===== src/rtl/fetch_stage.sv =====
// Instruction fetch stage: three-state request FSM toward instruction memory,
// one output register slot plus a one-entry skid buffer toward decode, and a
// drop flag that discards the response of a fetch made stale by a redirect.
module fetch_stage #(
  parameter logic [31:0] RESET_PC = 32'h0000_0000
) (
  input  logic        clk,
  input  logic        rst_n,
  input  logic        stall_i,
  input  logic        redirect_i,
  input  logic [31:0] redirect_pc_i,
  output logic        imem_req_o,
  output logic [31:0] imem_addr_o,
  input  logic        imem_gnt_i,
  input  logic        imem_rvalid_i,
  input  logic [31:0] imem_rdata_i,
  output logic [31:0] instruction_o,
  output logic [31:0] pc_if_o,
  output logic [31:0] pc_plus_4_if_o,
  output logic        valid_o
);

  typedef enum logic [1:0] {IDLE = 2'd0, REQ = 2'd1, WAIT = 2'd2} state_e;

  state_e      state_q, state_d;
  logic [31:0] pc_q, pc_d;
  logic [31:0] fetch_pc_q, fetch_pc_d;
  logic        drop_q, drop_d;
  logic        out_vld_q, out_vld_d;
  logic [31:0] out_instr_q, out_instr_d;
  logic [31:0] out_pc_q, out_pc_d;
  logic [31:0] out_pc4_q, out_pc4_d;
  logic        skid_vld_q, skid_vld_d;
  logic [31:0] skid_instr_q, skid_instr_d;
  logic [31:0] skid_pc_q, skid_pc_d;
  logic [31:0] skid_pc4_q, skid_pc4_d;

  logic        fire;
  logic        resp_live;
  logic        consume;
  logic [31:0] redir_tgt;
  logic [31:0] resp_pc4;

  // Redirect targets are forced to word alignment.
  assign redir_tgt = redirect_pc_i & 32'hFFFF_FFFC;
  assign fire      = imem_req_o & imem_gnt_i;
  // Only a response in WAIT with no pending drop belongs to a live fetch;
  // anything arriving elsewhere predates a reset or a redirect.
  assign resp_live = (state_q == WAIT) & imem_rvalid_i & ~drop_q;
  assign consume   = out_vld_q & ~stall_i;
  assign resp_pc4  = fetch_pc_q + 32'd4;

  // FSM outputs: a request is withheld while a stale response is still due.
  always_comb begin
    imem_req_o  = (state_q == REQ) & ~drop_q;
    imem_addr_o = pc_q;
  end

  // FSM next state; redirect always forces a fresh request.
  always_comb begin
    state_d = state_q;
    case (state_q)
      IDLE:    if (!skid_vld_q) state_d = REQ;
      REQ:     if (fire) state_d = WAIT;
      WAIT:    if (imem_rvalid_i) state_d = skid_vld_d ? IDLE : REQ;
      default: state_d = IDLE;
    endcase
    if (redirect_i) state_d = REQ;
  end

  // Datapath: PC advance, output slot / skid management, drop flag.
  always_comb begin
    pc_d         = pc_q;
    fetch_pc_d   = fetch_pc_q;
    drop_d       = drop_q & ~imem_rvalid_i;
    out_vld_d    = out_vld_q;
    out_instr_d  = out_instr_q;
    out_pc_d     = out_pc_q;
    out_pc4_d    = out_pc4_q;
    skid_vld_d   = skid_vld_q;
    skid_instr_d = skid_instr_q;
    skid_pc_d    = skid_pc_q;
    skid_pc4_d   = skid_pc4_q;

    if (fire) begin
      fetch_pc_d = pc_q;
      pc_d       = pc_q + 32'd4;
    end

    // Decode took the current instruction: refill from skid or go empty.
    if (consume && skid_vld_q) begin
      out_vld_d   = 1'b1;
      out_instr_d = skid_instr_q;
      out_pc_d    = skid_pc_q;
      out_pc4_d   = skid_pc4_q;
      skid_vld_d  = 1'b0;
    end else if (consume) begin
      out_vld_d = 1'b0;
    end

    // A live response goes to the output slot if it frees up, else to skid.
    if (resp_live) begin
      if (!out_vld_q || (consume && !skid_vld_q)) begin
        out_vld_d   = 1'b1;
        out_instr_d = imem_rdata_i;
        out_pc_d    = fetch_pc_q;
        out_pc4_d   = resp_pc4;
      end else begin
        skid_vld_d   = 1'b1;
        skid_instr_d = imem_rdata_i;
        skid_pc_d    = fetch_pc_q;
        skid_pc4_d   = resp_pc4;
      end
    end

    // Redirect wins over everything, stall included.
    if (redirect_i) begin
      pc_d       = redir_tgt;
      out_vld_d  = 1'b0;
      skid_vld_d = 1'b0;
      if (((state_q == WAIT) && !imem_rvalid_i) || fire) drop_d = 1'b1;
    end
  end

  // State registers.
  always_ff @(posedge clk or negedge rst_n) begin
    if (!rst_n) begin
      state_q      <= IDLE;
      pc_q         <= RESET_PC;
      fetch_pc_q   <= '0;
      drop_q       <= 1'b0;
      out_vld_q    <= 1'b0;
      out_instr_q  <= '0;
      out_pc_q     <= '0;
      out_pc4_q    <= '0;
      skid_vld_q   <= 1'b0;
      skid_instr_q <= '0;
      skid_pc_q    <= '0;
      skid_pc4_q   <= '0;
    end else begin
      state_q      <= state_d;
      pc_q         <= pc_d;
      fetch_pc_q   <= fetch_pc_d;
      drop_q       <= drop_d;
      out_vld_q    <= out_vld_d;
      out_instr_q  <= out_instr_d;
      out_pc_q     <= out_pc_d;
      out_pc4_q    <= out_pc4_d;
      skid_vld_q   <= skid_vld_d;
      skid_instr_q <= skid_instr_d;
      skid_pc_q    <= skid_pc_d;
      skid_pc4_q   <= skid_pc4_d;
    end
  end

  assign valid_o        = out_vld_q;
  assign instruction_o  = out_instr_q;
  assign pc_if_o        = out_pc_q;
  assign pc_plus_4_if_o = out_pc4_q;

endmodule


===== config.mk =====
export PLATFORM = sky130hd
export DESIGN_NAME = fetch_stage
export DESIGN_NICKNAME = d
export VERILOG_FILES = /design/src/rtl/fetch_stage.sv
export SDC_FILE = /design/constraint.sdc
export NUM_CORES = 1
export LEC_CHECK = 0
export CORE_ASPECT_RATIO = 1.75
export CORE_MARGIN = 8
export CORE_UTILIZATION = 64
export DETAILED_ROUTE_END_ITERATION = 8
export DONT_BUFFER_PORTS = 1
export GPL_TIMING_DRIVEN = 0
export PLACE_DENSITY = 0.84
export SYNTH_ARGS = -nofsm -noshare
export SYNTH_HDL_FRONTEND = slang
export SYNTH_SLANG_ARGS = --single-unit

===== constraint.sdc =====
create_clock -name clk -period 2.5 [get_ports clk]
set_clock_uncertainty 0.2 [all_clocks]
set_input_delay 0.625 -clock clk [delete_from_list [all_inputs] [get_ports clk]]
set_output_delay 0.625 -clock clk [all_outputs]
set_load 0.005 [all_outputs]

; Yosys cells after proc, flatten, opt, wreduce, memory -nomap -nowiden
; Cells that the tools add are included.
[totals]
register_bits = 261
latch_bits = 0
ram_bits = 0
mem_bits_ro = 0
out_inout_bits = 130
elab_cells = 69
n_memories = 0
[classes]
n_addsub = 2
n_mul = 0
n_div = 0
order_cmp = 0
eq_ne = 5
shifts = 0
mux = 28
bitwise_logic = 10
reduce_logical = 12
[ops]
columns = operator, count
row1 = $mux 32, 11
row2 = $add 32x3->32 const B, 2
row3 = $mux 1, 12
row4 = $ne 3x3->1 const B, 3
row5 = $mux 2, 4
row6 = $and 1x1->1, 6
row7 = $pmux 2 s3, 1
row8 = $not 1->1, 4
row9 = $logic_and 1x1->1, 3
row10 = $logic_not 1->1, 3
row11 = $reduce_and 3->1, 1
row12 = $eq 2x1->1 const B, 1
row13 = $eq 2x2->1 const B, 1
row14 = $logic_not 2->1, 1
row15 = $logic_or 1x1->1, 2
row16 = $reduce_and 2->1, 1
row17 = $reduce_bool 2->1, 1

; Longest topological paths before layout
[depth]
ltp_word = 11
ltp_mapped = 7

; Worst setup path after synthesis
; No wires, ideal clock.
[synth_path]
path_type = in2reg
start = in imem_gnt_i
end = reg state_q[0]
setup_time_ns = 0.150
t_arrival_ns = 1.903
path_slack_ns = 0.248
path_stages = 5
path_buffers = 3
path_cell_list = and4bb_1 > clkbuf_1 > clkbuf_1 > clkbuf_1 > o221ai_1
[synth_via]
elab_chain_len = 3
[synth_rtl]
columns = element, line_no
row1 = "start, declared", 14  ; input logic imem_gnt_i,
row2 = $and 1x1->1, 46  ; assign fire = imem_req_o & imem_gnt_i;
row3 = $ne 3x3->1 (no source line), -
row4 = $reduce_and 3->1 (no source line), -
row5 = "end signal, assigned", 141  ; state_q <= state_d;
row6 = "end, declared", 25  ; state_e state_q, state_d;
; Every way passes these cells.
; A chain may end at the register's enable or synchronous reset.

; Worst setup path in the final report
[layout_path]
start = reg fetch_pc_q[2]
end = reg out_pc4_q[26], in the netlist pc_plus_4_if_o[26]
[layout_via]
elab_chain_len = 3
[layout_rtl]
columns = element, line_no
row1 = "start, declared", 27  ; logic [31:0] fetch_pc_q, fetch_pc_d;
row2 = "start signal, assigned", 143  ; fetch_pc_q <= fetch_pc_d;
row3 = $add 32x3->32, 51  ; assign resp_pc4 = fetch_pc_q + 32'd4;
row4 = $mux 32, 103  ; if (!out_vld_q || (consume && !skid_vld_q)) begin
row5 = $mux 32, 102  ; if (resp_live) begin
row6 = via out_pc4_d[26], 32  ; logic [31:0] out_pc4_q, out_pc4_d;
row7 = "end signal, assigned", 148  ; out_pc4_q <= out_pc4_d;
row8 = "end, declared", 32
; The timed path passes the listed nets, and every way through them passes these cells.

==> run metrics <==
Critical path buffers and inverters=1; share of cells above drive strength 1=11.01%; Min-Delay Path Class=input port to async pin; final wirelength=30.43 mm; Slew @ Worst Pin=roughly 0.60 ns; die area=22630 µm²; adder-cell share of the synthesized area=0.2182%; VDD IR-drop max=roughly 0.00057 V; worst hold-check slack=-0.3845 ns; Main synth FF type=dfrtp_1; Yosys cell types=50; Synth Area per Inst=9.811 µm²; Fin. Hold Viols=around 250; crit-path cells=ha_1 -> and3_1 -> nand4_1 -> clkbuf_4 -> or4_1 -> a31oi_1; crit path max fanout=10; Cell Count, Final, Fillers Out=1442; Final Critical Period=2.424 ns; WL per Instance=21.10 µm; DRT Pass-1 Iters=5; number of synthesized flops with an enable pin=0; CORE AREA=about 18000 µm²; Layout area overhead=10.04%; hpwl dp=between 20 and 25 mm; Seq cells post-synth=about 250; crit share post-route=between 90% and 100%; ANT cells=0; vias in the first global route=9193; Final nets=around 1300; Pwr Density=941.6 nW/µm²; initial antenna violation count=0; slew margin rel.=59.31%; clk slew on worst S/H paths=0.07 ns; max-cap viol count=0; clock sinks=253; Highest Clock Rate=0.4125 GHz; failing checks=negative hold slack; H-tree lvl count=1; Synth Area in Simple Gates=18.91%; clk root buf=clkbuf_16; Synth Area in Compound Gates=under 10%; commonest non-fill, non-tap cell in the layout=nand2_1; CTS max path bufs=3; slowest CP cell=or4_1; # DRC=0; Seq/Total Area, Yosys=55.20%; chip width=117.2 µm; total power=11.88 mW; CTS Buf Count=22; Pins Over Slew Limit=0; Syn Inst Count=1169; CP max stage delay=0.44 ns; Vias=8932; global placement routability congestion=0.8468; Initial Utilization=64.39%; Cell Area, Synth=11470 µm²; Setup crit end kind=flop; total congestion overflow=0; critical path's top delay family=simple AND/OR/NAND/NOR gates; Vias/cell=6.194; Die H=193.1 µm; Clock Latency Late Sink=0.50 ns; Crit path required time=2.72 ns; Post-Synth XOR/XNOR Area=1.680%; most frequent cells in the layout=nand2_1, dfrtp_1, o21ai_0; startpoint types=flop; pre-CTS setup slack=-0.5445 ns; Async SR Flop Fraction=100.0%; kind of critical path=flop to flop; Routed Antenna Nets=0; PnR worst setup slack=about 0.076 ns; CP Data Arrival Time=between 2 and 3 ns; Synth Warn #=0; status=complete, but fails checks; TritonCTS clock tree=done; RSZ-0062 raised after global routing=yes; largest net degree at the start of global routing=between 200 and 300; Iter 0 DRT Violations=700; final number of setup-violating endpoints=0; Global Route Usage Sum=27.14%; LEAKAGE=6.148 nW; Core Rows=65; port bufs=0; setup tns final=0 ns; largest family of logic cells by synthesized area=simple AND/OR/NAND/NOR gates; cell total after placement=1404; IO Pins=200; mux cell area share after synthesis=between 10% and 20%; first-pass GRT wire length=48.00 mm
## repair_timing
item,CTS,global route
setup endpoints to repair,114,165
gates resized for setup,27,25
setup buffers,0,4
hold endpoints to repair,253,253
pin swaps,0,2
## cells in the mapped netlist (2+ instances only)
cell	n	area (µm²)
o311ai_0	2	17.52
a21o_1	2	15.01
xor2_1	12	105.1
nand4_1	18	112.6
and2_1	2	12.51
nand3_1	25	125.1
buf_2	5	25.02
mux2_2	51	574.3
or3_1	7	43.79
ha_1	2	25.02
nor2_1	56	210.2
a21oi_1	6	30.03
mux2i_1	68	680.7
buf_4	2	15.01
a31oi_1	45	281.5
xnor2_1	10	87.58
o211ai_1	4	30.03
and4_1	8	70.07
dfrtp_1	253	6331
buf_1	10	37.54
or4_1	25	187.7
clkbuf_1	60	225.2
nor4_1	4	25.02
o31ai_1	21	157.7
o21ai_0	111	555.5
nand2_1	315	1182
inv_1	8	30.03
and3_1	15	93.84
## flip-flops by register name (all words and copies together), names as in the netlist
| register | flops |
|---|---|
| imem_addr_o | 30 |
| drop_q | 1 |
| skid_vld_q | 1 |
| skid_pc_q | 30 |
| pc_plus_4_if_o | 32 |
| state_q | 2 |
| instruction_o | 32 |
| skid_pc4_q | 30 |
| fetch_pc_q | 30 |
| valid_o | 1 |
| pc_if_o | 32 |
| skid_instr_q | 32 |
## cells by family (layout without fill, tap and decap cells)
kind of cell	Yosys count	after routing
adders and majority gates	2	2
muxes	119	119
other	1	2
DFF	253	253
AOI/OAI and AO/OA	197	197
buffers and inverters	88	126
and+or+nand+nor	487	487
xor gates and xnor gates	22	22
## report_power, final
group	total, mW	internal (mW)	switching (mW)	leakage (nW)
sequential	6.27	5.07	1.21	3.31
clock	3.57	2.11	1.46	0.369
combinational	2.03	0.991	1.04	2.47
total	11.9	8.17	3.71	6.15
## final timing paths
check | to | slack, ns | cells past startpoint | start
min | imem_addr_o[6] | -0.38 | 0 | rst_n
min in group clk | skid_instr_q[9] | 0.02 | 2 | imem_rdata_i[9]
max reg2reg | pc_plus_4_if_o[26] | 0.08 | 6 | fetch_pc_q[2]
max in group asynchronous | skid_pc4_q[30] | 2.03 | 0 | rst_n
max | pc_plus_4_if_o[26] | 0.08 | 6 | fetch_pc_q[2]
min reg2reg | skid_pc_q[8] | 0.27 | 2 | skid_pc_q[8]
## through the flow
step	area, µm²	util [%]
2_1_floorplan	11470	-
3_3_place_gp	11770	66.06
3_5_place_dp	11770	66.06
5_1_grt	12620	70.85
4_1_cts	12560	70.50
6_report	12620	70.85
## metal layers
| layer | global-route usage (%) | wire [µm] | part of all wire [%] | vias to the layer above |
|---|---|---|---|---|
| li1 | - | - | - | 4092 |
| met1 | 30.10 | 10710 | 35 | 4375 |
| met4 | 14.46 | 1595 | 5.2 | 0 |
| met5 | 0 | 0 | 0 | - |
| met3 | 6.363 | 2655 | 8.7 | 96 |
| met2 | 46.83 | 15460 | 51 | 369 |
## layout make-up
class                   instances  area (µm²)
multi-input cells             829        4820
fillers                      1272        5191
flip-flops and latches        253        6336
well taps                     234       292.8
plain buffers                  75       354.1
clock buffers                  33       653.1
clock inverters                 5       100.1
repair buffers                  4       30.03
inverters                       9       33.78
## worst reg2reg max path: stages, from the launching register on
cell and delay [ns]:
dfrtp_2 0.42, ha_1 0.22, and3_1 0.25, nand4_1 0.27, clkbuf_4 0.30, or4_1 0.44, a31oi_1 0.23
Note: power is estimated with default switching activity, not from simulation.
